$ cat config.mk
export PLATFORM = sky130hd
export DESIGN_NAME = bcd_display_scanner
export DESIGN_NICKNAME = d
export VERILOG_FILES = /design/src/rtl/bcd_disp_pkg.sv /design/src/rtl/bcd_display_scanner_scan_timer.sv /design/src/rtl/bcd_display_scanner.sv
export SDC_FILE = /design/constraint.sdc
export NUM_CORES = 1
export LEC_CHECK = 0
export BUFFER_PORTS_ARGS = -buffer_cell sky130_fd_sc_hd__buf_2
export CORE_ASPECT_RATIO = 0.75
export CORE_MARGIN = 1.5
export CORE_UTILIZATION = 55
export DETAILED_ROUTE_END_ITERATION = 6
export GPL_TIMING_DRIVEN = 0
export PLACE_DENSITY = 0.76
export SETUP_SLACK_MARGIN = 0.02
export SYNTH_ARGS = -nofsm -noshare
export SYNTH_HDL_FRONTEND = slang
export SYNTH_SLANG_ARGS = --single-unit
$ cat constraint.sdc
create_clock -name CLK -period 6.4 [get_ports CLK]
set_clock_uncertainty 0.2 [all_clocks]
set_input_delay 0.64 -clock CLK [delete_from_list [all_inputs] [get_ports CLK]]
set_output_delay 0.64 -clock CLK [all_outputs]
set_load 0.02 [all_outputs]
$ cat src/rtl/bcd_disp_pkg.sv
// Shared types and the BCD to 7-segment decoder for the display scanner.
// Segment order is {g,f,e,d,c,b,a}, active-high.
package bcd_disp_pkg;

   typedef logic [6:0] seg_t;

   localparam seg_t SEG_OFF  = 7'b0000000;
   localparam seg_t SEG_DASH = 7'b1000000;

   function automatic seg_t bcd_to_seg(input logic [3:0] bcd);
      seg_t s;
      case (bcd)
         4'd0:    s = 7'b0111111;
         4'd1:    s = 7'b0000110;
         4'd2:    s = 7'b1011011;
         4'd3:    s = 7'b1001111;
         4'd4:    s = 7'b1100110;
         4'd5:    s = 7'b1101101;
         4'd6:    s = 7'b1111101;
         4'd7:    s = 7'b0000111;
         4'd8:    s = 7'b1111111;
         4'd9:    s = 7'b1101111;
         default: s = SEG_DASH;
      endcase
      return s;
   endfunction

endpackage

$ cat src/rtl/bcd_display_scanner_scan_timer.sv
// Slot prescaler and digit index counter for the display scanner.
// adv marks the last cycle of a slot; wrap marks the last cycle of a frame.
module scan_timer #(
   parameter int SCAN_DIV   = 1000,
   parameter int NUM_DIGITS = 4
) (
   input  logic                          clk,
   input  logic                          rst_n,
   output logic [$clog2(NUM_DIGITS)-1:0] idx,
   output logic                          adv,
   output logic                          wrap
);

   localparam int PW = $clog2(SCAN_DIV);
   localparam int IW = $clog2(NUM_DIGITS);

   logic [PW-1:0] pre;

   assign adv  = (pre == PW'(SCAN_DIV - 1));
   assign wrap = adv && (idx == IW'(NUM_DIGITS - 1));

   always_ff @(posedge clk or negedge rst_n) begin
      if (!rst_n) begin
         pre <= '0;
         idx <= '0;
      end else if (adv) begin
         pre <= '0;
         if (idx == IW'(NUM_DIGITS - 1))
            idx <= '0;
         else
            idx <= idx + 1'b1;
      end else begin
         pre <= pre + 1'b1;
      end
   end

endmodule

$ cat src/rtl/bcd_display_scanner.sv
// Double-buffered multiplexed 7-segment scanner for NUM_DIGITS BCD digits.
// Optional leading-zero blanking is built when BCD_DISP_LZB_EN is defined.
module bcd_display_scanner #(
   parameter int NUM_DIGITS = 4,
   parameter int SCAN_DIV   = 1000
) (
   input  logic                      CLK,
   input  logic                      MR_n,
   input  logic [4*NUM_DIGITS-1:0]   Digits,
   input  logic                      Latch,
   input  logic                      Blank,
   output logic [6:0]                Seg,
   output logic [NUM_DIGITS-1:0]     An,
   output logic                      Pending,
   output logic                      Frame
);

   import bcd_disp_pkg::*;

   localparam int IW = $clog2(NUM_DIGITS);

   logic [IW-1:0]           idx;
   logic                    adv;
   logic                    wrap;
   logic                    frame_end;
   logic [4*NUM_DIGITS-1:0] shadow;
   logic [4*NUM_DIGITS-1:0] active;
   logic [3:0]              digit;
   logic [NUM_DIGITS-1:0]   hot;
   logic                    slot_dark;

   scan_timer #(
      .SCAN_DIV   (SCAN_DIV),
      .NUM_DIGITS (NUM_DIGITS)
   ) u_timer (
      .clk   (CLK),
      .rst_n (MR_n),
      .idx   (idx),
      .adv   (adv),
      .wrap  (wrap)
   );

   assign frame_end = adv & wrap;

   always_comb begin
      digit = 4'd0;
      hot   = '0;
      for (int i = 0; i < NUM_DIGITS; i++) begin
         if (idx == IW'(i)) begin
            digit  = active[4*i +: 4];
            hot[i] = 1'b1;
         end
      end
   end

`ifdef BCD_DISP_LZB_EN
   logic [NUM_DIGITS-1:0] dark;

   // dark[i]: digit i and every more-significant digit are zero
   always_comb begin
      logic zeros;
      zeros = 1'b1;
      dark  = '0;
      for (int i = NUM_DIGITS - 1; i > 0; i--) begin
         zeros   = zeros & (active[4*i +: 4] == 4'd0);
         dark[i] = zeros;
      end
   end

   assign slot_dark = |(hot & dark);
`else
   assign slot_dark = 1'b0;
`endif

   // A latch landing on the frame boundary bypasses the shadow stage
   always_ff @(posedge CLK or negedge MR_n) begin
      if (!MR_n) begin
         shadow  <= '0;
         active  <= '0;
         Pending <= 1'b0;
      end else if (Latch && frame_end) begin
         shadow  <= Digits;
         active  <= Digits;
         Pending <= 1'b0;
      end else if (Latch) begin
         shadow  <= Digits;
         Pending <= 1'b1;
      end else if (frame_end && Pending) begin
         active  <= shadow;
         Pending <= 1'b0;
      end
   end

   always_ff @(posedge CLK or negedge MR_n) begin
      if (!MR_n) begin
         Seg   <= SEG_OFF;
         An    <= '0;
         Frame <= 1'b0;
      end else begin
         Frame <= frame_end;
         if (Blank || slot_dark) begin
            Seg <= SEG_OFF;
            An  <= '0;
         end else begin
            Seg <= bcd_to_seg(digit);
            An  <= hot;
         end
      end
   end

endmodule

### Word level (Yosys, flattened, before mapping)

Memory sizes are Yosys's and may differ from the RTL's.
Cells that the tools add are included.

| storage, ports and cells | value |
|---|---|
| register bits | 57 |
| bits in read-only memories | 112 |
| bits of input ports | 20 |
| word-level logic and storage cells | 45 |
| memories kept | 1 |

| cells by class | value |
|---|---|
| add/subtract/negate cells | 2 |
| eq/ne operators | 5 |
| multiplexer cells | 20 |
| bitwise logic cells | 1 |
| reductions and logical operators | 8 |

Memory list:

| name | depth | bits a word | read ports | clocked after memory_dff | write ports | RTL line | RTL |
|---|---|---|---|---|---|---|---|
| (name not given) | 16 | 7 | 1 | 0 | 0 | bcd_disp_pkg.sv:12 | `case (bcd)` |

Operator list:

| cell | count |
|---|---|
| two-way mux 16 bit | 5 |
| two-way mux 4 bit | 5 |
| adder 10 x 1 -> 10 bit, second input constant | 1 |
| equality test 10 bit, second input constant | 1 |
| two-way mux 10 bit | 1 |
| two-way mux 1 bit | 7 |
| two-way mux 7 bit | 1 |
| equality test 2 bit, second input constant | 2 |
| nonzero test 2 bit | 2 |
| logical AND 1 bit | 3 |
| nonzero test 3 bit | 1 |
| adder 2 x 1 -> 2 bit, second input constant | 1 |
| equality test 2 x 1 -> 1 bit, second input constant | 1 |
| zero test 2 bit | 1 |
| two-way mux 2 bit | 1 |
| != test 2 x 1 -> 1 bit, second input constant | 1 |
| AND reduction 2 bit | 1 |
| AND 1 bit | 1 |

### Depth between registers and ports, before layout

| logic depth | value |
|---|---|
| depth after elaboration | 7 |
| mapped depth | 11 |
| depth with buffers taken out | 10 |

### Hierarchy

Synthesis repeated with hierarchy kept, for this count alone.

| second synthesis, totals | value |
|---|---|
| cells, all modules | 187 |
| area total of the unflattened synthesis | 2514.9 µm² |

By module, submodules not included:

| module | times used | cells an instance | area each (µm²) | seq. area each (µm²) |
|---|---|---|---|---|
| bcd_display_scanner | 1 | 127 | 1871.8 | 1126.1 |
| scan_timer | 1 | 60 | 643.1 | 300.3 |

### Least setup slack after synthesis

No wires, ideal clock.

| timing path | value |
|---|---|
| kind | reg2reg |
| start | register u_timer.idx[0] |
| end | register Seg[5] |
| arrival time | 2.175 ns |
| slack | 3.943 ns |
| cell stages (with the launch flop) | 11 |
| buffers on the path | 1 |
| period minus slack after synthesis | 2.457 ns |
| path through | dfrtp_1 ha_1 clkbuf_1 nor2_1 o211a_1 or2_2 inv_1 ha_1 a2111oi_0 nand3_1 a31oi_1 |

| between the ends | value |
|---|---|
| longest elaborated chain between the ends | 7 |
| elaborated cells on any way between the ends | 10 |
| classes of those cells | eq/ne (3); mux (5); reduce/logical (1); memory (1) |

Ends and longest elaborated chain:

| element | RTL line | RTL |
|---|---|---|
| start, declared | bcd_display_scanner_scan_timer.sv:9 | `output logic [$clog2(NUM_DIGITS)-1:0] idx,` |
| start signal, assigned | bcd_display_scanner_scan_timer.sv:31 | `idx <= idx + 1'b1;` |
| zero test 2 bit | bcd_display_scanner.sv:49 | `if (idx == IW'(i)) begin` |
| two-way mux 4 bit (3 in a row) | bcd_display_scanner.sv:49 |  |
| two-way mux 4 bit * | bcd_display_scanner.sv:49 |  |
| memory (16 x 7 bit) * | -- |  |
| two-way mux 7 bit * | bcd_display_scanner.sv:101 | `if (Blank \|\| slot_dark) begin` |
| end signal, assigned | bcd_display_scanner.sv:105 | `Seg <= bcd_to_seg(digit);` |
| end, declared | bcd_display_scanner.sv:12 | `output logic [6:0] Seg,` |

Every way passes the cells marked *; elsewhere a longest branch is shown, timed or not.
A chain may end at the register's enable or synchronous reset.

### Worst setup path in the final report

Same ends and word-level chain as after synthesis.

==> results.sh <==
export IMPL_status="finished, final reports clean"
export IMPL_maxSlewViolCount=0
export IMPL_coreArea_um2=4520
export IMPL_finish_net_count=289
export IMPL_die_area_um2=5180
export IMPL_grt_total_usage=0.213
export IMPL_tritoncts="yes"
export IMPL_final_layout_size_suffix_gt1_frac=0.295
export IMPL_netlist_instances=216
export IMPL_synth_seq_cells=57
export IMPL_grt_first_pass_wirelength_um=7960
export IMPL_place_congestion=0.911
export IMPL_dieWidth_um=82.6
export IMPL_fin_crit_sh=0.464
export IMPL_cts_sinks=57
export IMPL_detail_route_antenna_nets=0
export IMPL_dpl_hpwl_um=3280
export IMPL_ir_worst_vdd_v=0.000134
export IMPL_path_max_fanout=10
export IMPL_clk_path_buf_depth=2
export IMPL_tightest_slew_ns=0.719
export IMPL_post_cts_buffers=0
export IMPL_syn_area_um2=2620
export IMPL_final_cells=321
export IMPL_pin_count=33
export IMPL_synth_seq_area_share=0.545
export IMPL_yosys_warnings=0
export IMPL_drc=0
export IMPL_syn_nets=246
export IMPL_finalSetupViolCount=0
export IMPL_grt_max_degree=58
export IMPL_hp_class="input port to asynchronous set/reset pin"
export IMPL_die_h_um=62.7
export IMPL_hold_buffers=0
export IMPL_portBuffers=32
export IMPL_slew_headroom=0.509
export IMPL_worst_skew_pair_late_latency_ns=0.34
export IMPL_mostFrequentLayoutCells="dfrtp_1 (57), buf_2 (31), mux2_2 (22), nor2_1 (17), nand2_1 (14)"
export IMPL_antenna_cells=0
export IMPL_cts_buffers=9
export IMPL_fin_setup_tns_ns=0
export IMPL_final_common_cell="dfrtp_1"
export IMPL_syn2layout_area_growth_pct=16.9
export IMPL_crit_path_end_kind="register"
export IMPL_ys_types=43
export IMPL_clkTransAtPathRegs_ns=0.06
export IMPL_max_cap_violations=0
export IMPL_viasPerCell=5.40
export IMPL_vias=1732
export IMPL_min_period_ns=2.97
export IMPL_routedWlPerCell_um=14.2
export IMPL_placed_area_um2=2850
export IMPL_worstPathArrival_ns=3.02
export IMPL_critPathLaunchType="register"
export IMPL_overflow=0
export IMPL_place_inst=305
export IMPL_crit_type="register to register"
export IMPL_rsz0062_at_grt="no"
export IMPL_cts_root_buf="clkbuf_8"
export IMPL_max_freq_mhz=337
export IMPL_start_util=0.579
export IMPL_drt_iter0_markers=109
export IMPL_cts_max_level=3
export IMPL_grt_pass1_vias=1726
export IMPL_power_density_nw_per_um2=247
export IMPL_fin_area_um2=3060
export IMPL_cts_resized=0
export IMPL_antenna_found_initial=0
export IMPL_syn_area_per_cell_um2=12.1
export IMPL_std_cell_rows=21
export IMPL_hold_viol_final=0
export IMPL_first_pass_iters=4
export IMPL_drt_wl_total_um=4570
export IMPL_leakagePower_nw=1.48
export IMPL_cp_data_required_time_ns=6.45
## layer usage
metal  vias to the layer above  track usage  part of all wire
met3                        10       0.0788             0.059
met4                         0       0.0938             0.020
li1                        847            -                 -
met5                         -            0                 0
met1                       832        0.289              0.48
met2                        43        0.304              0.44
## power breakdown
| group | internal [mW] | switching, mW | total [mW] |
|---|---|---|---|
| sequential | 0.373 | 0.00283 | 0.375 |
| combinational | 0.0156 | 0.0213 | 0.0369 |
| clock | 0.211 | 0.130 | 0.342 |
| total | 0.599 | 0.155 | 0.754 |
## layout make-up
cell class	count	area (um^2)
well taps	57	71.3
fillers	352	1460
inverters	9	33.8
repair buffers	32	163
clock buffers	14	173
multi-input cells	143	1110
plain buffers	7	41.3
clock inverters	2	35.0
flip-flops and latches	57	1430
## registers in the layout, summed over array words and instances, names as in the netlist
| register | cells |
|---|---|
| Pending | 1 |
| active | 16 |
| Seg | 7 |
| shadow | 16 |
| u_timer.idx | 2 |
| u_timer.pre | 10 |
| Frame | 1 |
| An | 4 |
## cell usage after synthesis, drive strengths merged
master | count | share of area
o221a | 2 | 0.0086
and3 | 1 | 0.0024
a2111oi | 1 | 0.0033
or2 | 4 | 0.0096
buf | 3 | 0.010
nand3b | 2 | 0.0057
mux2 | 32 | 0.14
mux2i | 1 | 0.0038
o41a | 1 | 0.0043
dfrtp | 57 | 0.55
a211oi | 3 | 0.0086
clkbuf | 4 | 0.0057
nor3 | 3 | 0.0057
a22oi | 1 | 0.0029
a311oi | 1 | 0.0033
a31oi | 3 | 0.0072
o2bb2ai | 1 | 0.0033
nor3b | 1 | 0.0029
ha | 10 | 0.048
nand2 | 14 | 0.020
nor4 | 2 | 0.011
o22ai | 3 | 0.0072
xnor2 | 4 | 0.013
nand4 | 1 | 0.0024
a21oi | 4 | 0.0077
nand4bb | 1 | 0.0043
a21o | 2 | 0.0057
nand3 | 7 | 0.015
nor2 | 17 | 0.024
o21ai | 4 | 0.0077
inv | 9 | 0.013
o211ai | 1 | 0.0029
o221ai | 1 | 0.0033
xor2 | 2 | 0.0067
nand2b | 1 | 0.0024
a211o | 3 | 0.010
nor2b | 7 | 0.017
o211a | 2 | 0.0077
## worst max-delay path, stage by stage, from the launching register on
cell and delay (ns):
dfrtp_1 0.42, ha_1 0.23, clkbuf_1 0.20, nand2b_1 0.19
o22ai_1 0.28, nor2_1 0.14, ha_1 0.22, a2111oi_0 0.66
nand3_1 0.15, a31oi_1 0.20
## cell families (layout without fill, tap and decap cells)
kind of cell	count (synthesis)	after routing	share of synthesized area
AND/OR/NAND/NOR	61	61	0.122
XOR/XNOR	6	6	0.0201
AO/OA/AOI/OAI	33	33	0.0938
buffers and inverters	16	64	0.0287
adder cells (fa/ha/maj)	10	10	0.0478
multiplexers	33	33	0.142
flip-flops	57	57	0.545
## final timing paths
kind	from	end	slack, ns	cells after the start
min in group CLK	u_timer.pre[0]	u_timer.pre[0]	0.29	1
max in group asynchronous	MR_n	An[3]	5.39	1
hold / removal	MR_n	shadow[0]	0.15	1
setup reg to reg	u_timer.idx[0]	Seg[5]	3.43	9
setup / recovery	u_timer.idx[0]	Seg[5]	3.43	9
hold reg to reg	u_timer.pre[0]	u_timer.pre[0]	0.29	1
## stage by stage
step,setup WS [ns],power [mW],hold slack [ns],utilization
3_5_place_dp,3.47,0.420,0.279,0.630
5_1_grt,3.23,0.786,0.211,0.676
3_3_place_gp,3.49,0.418,0.273,0.630
6_report,3.43,0.754,0.152,0.676
2_1_floorplan,3.94,0.400,0.144,-
4_1_cts,3.47,0.765,0.291,0.676
Note: power is estimated with default switching activity, not from simulation.
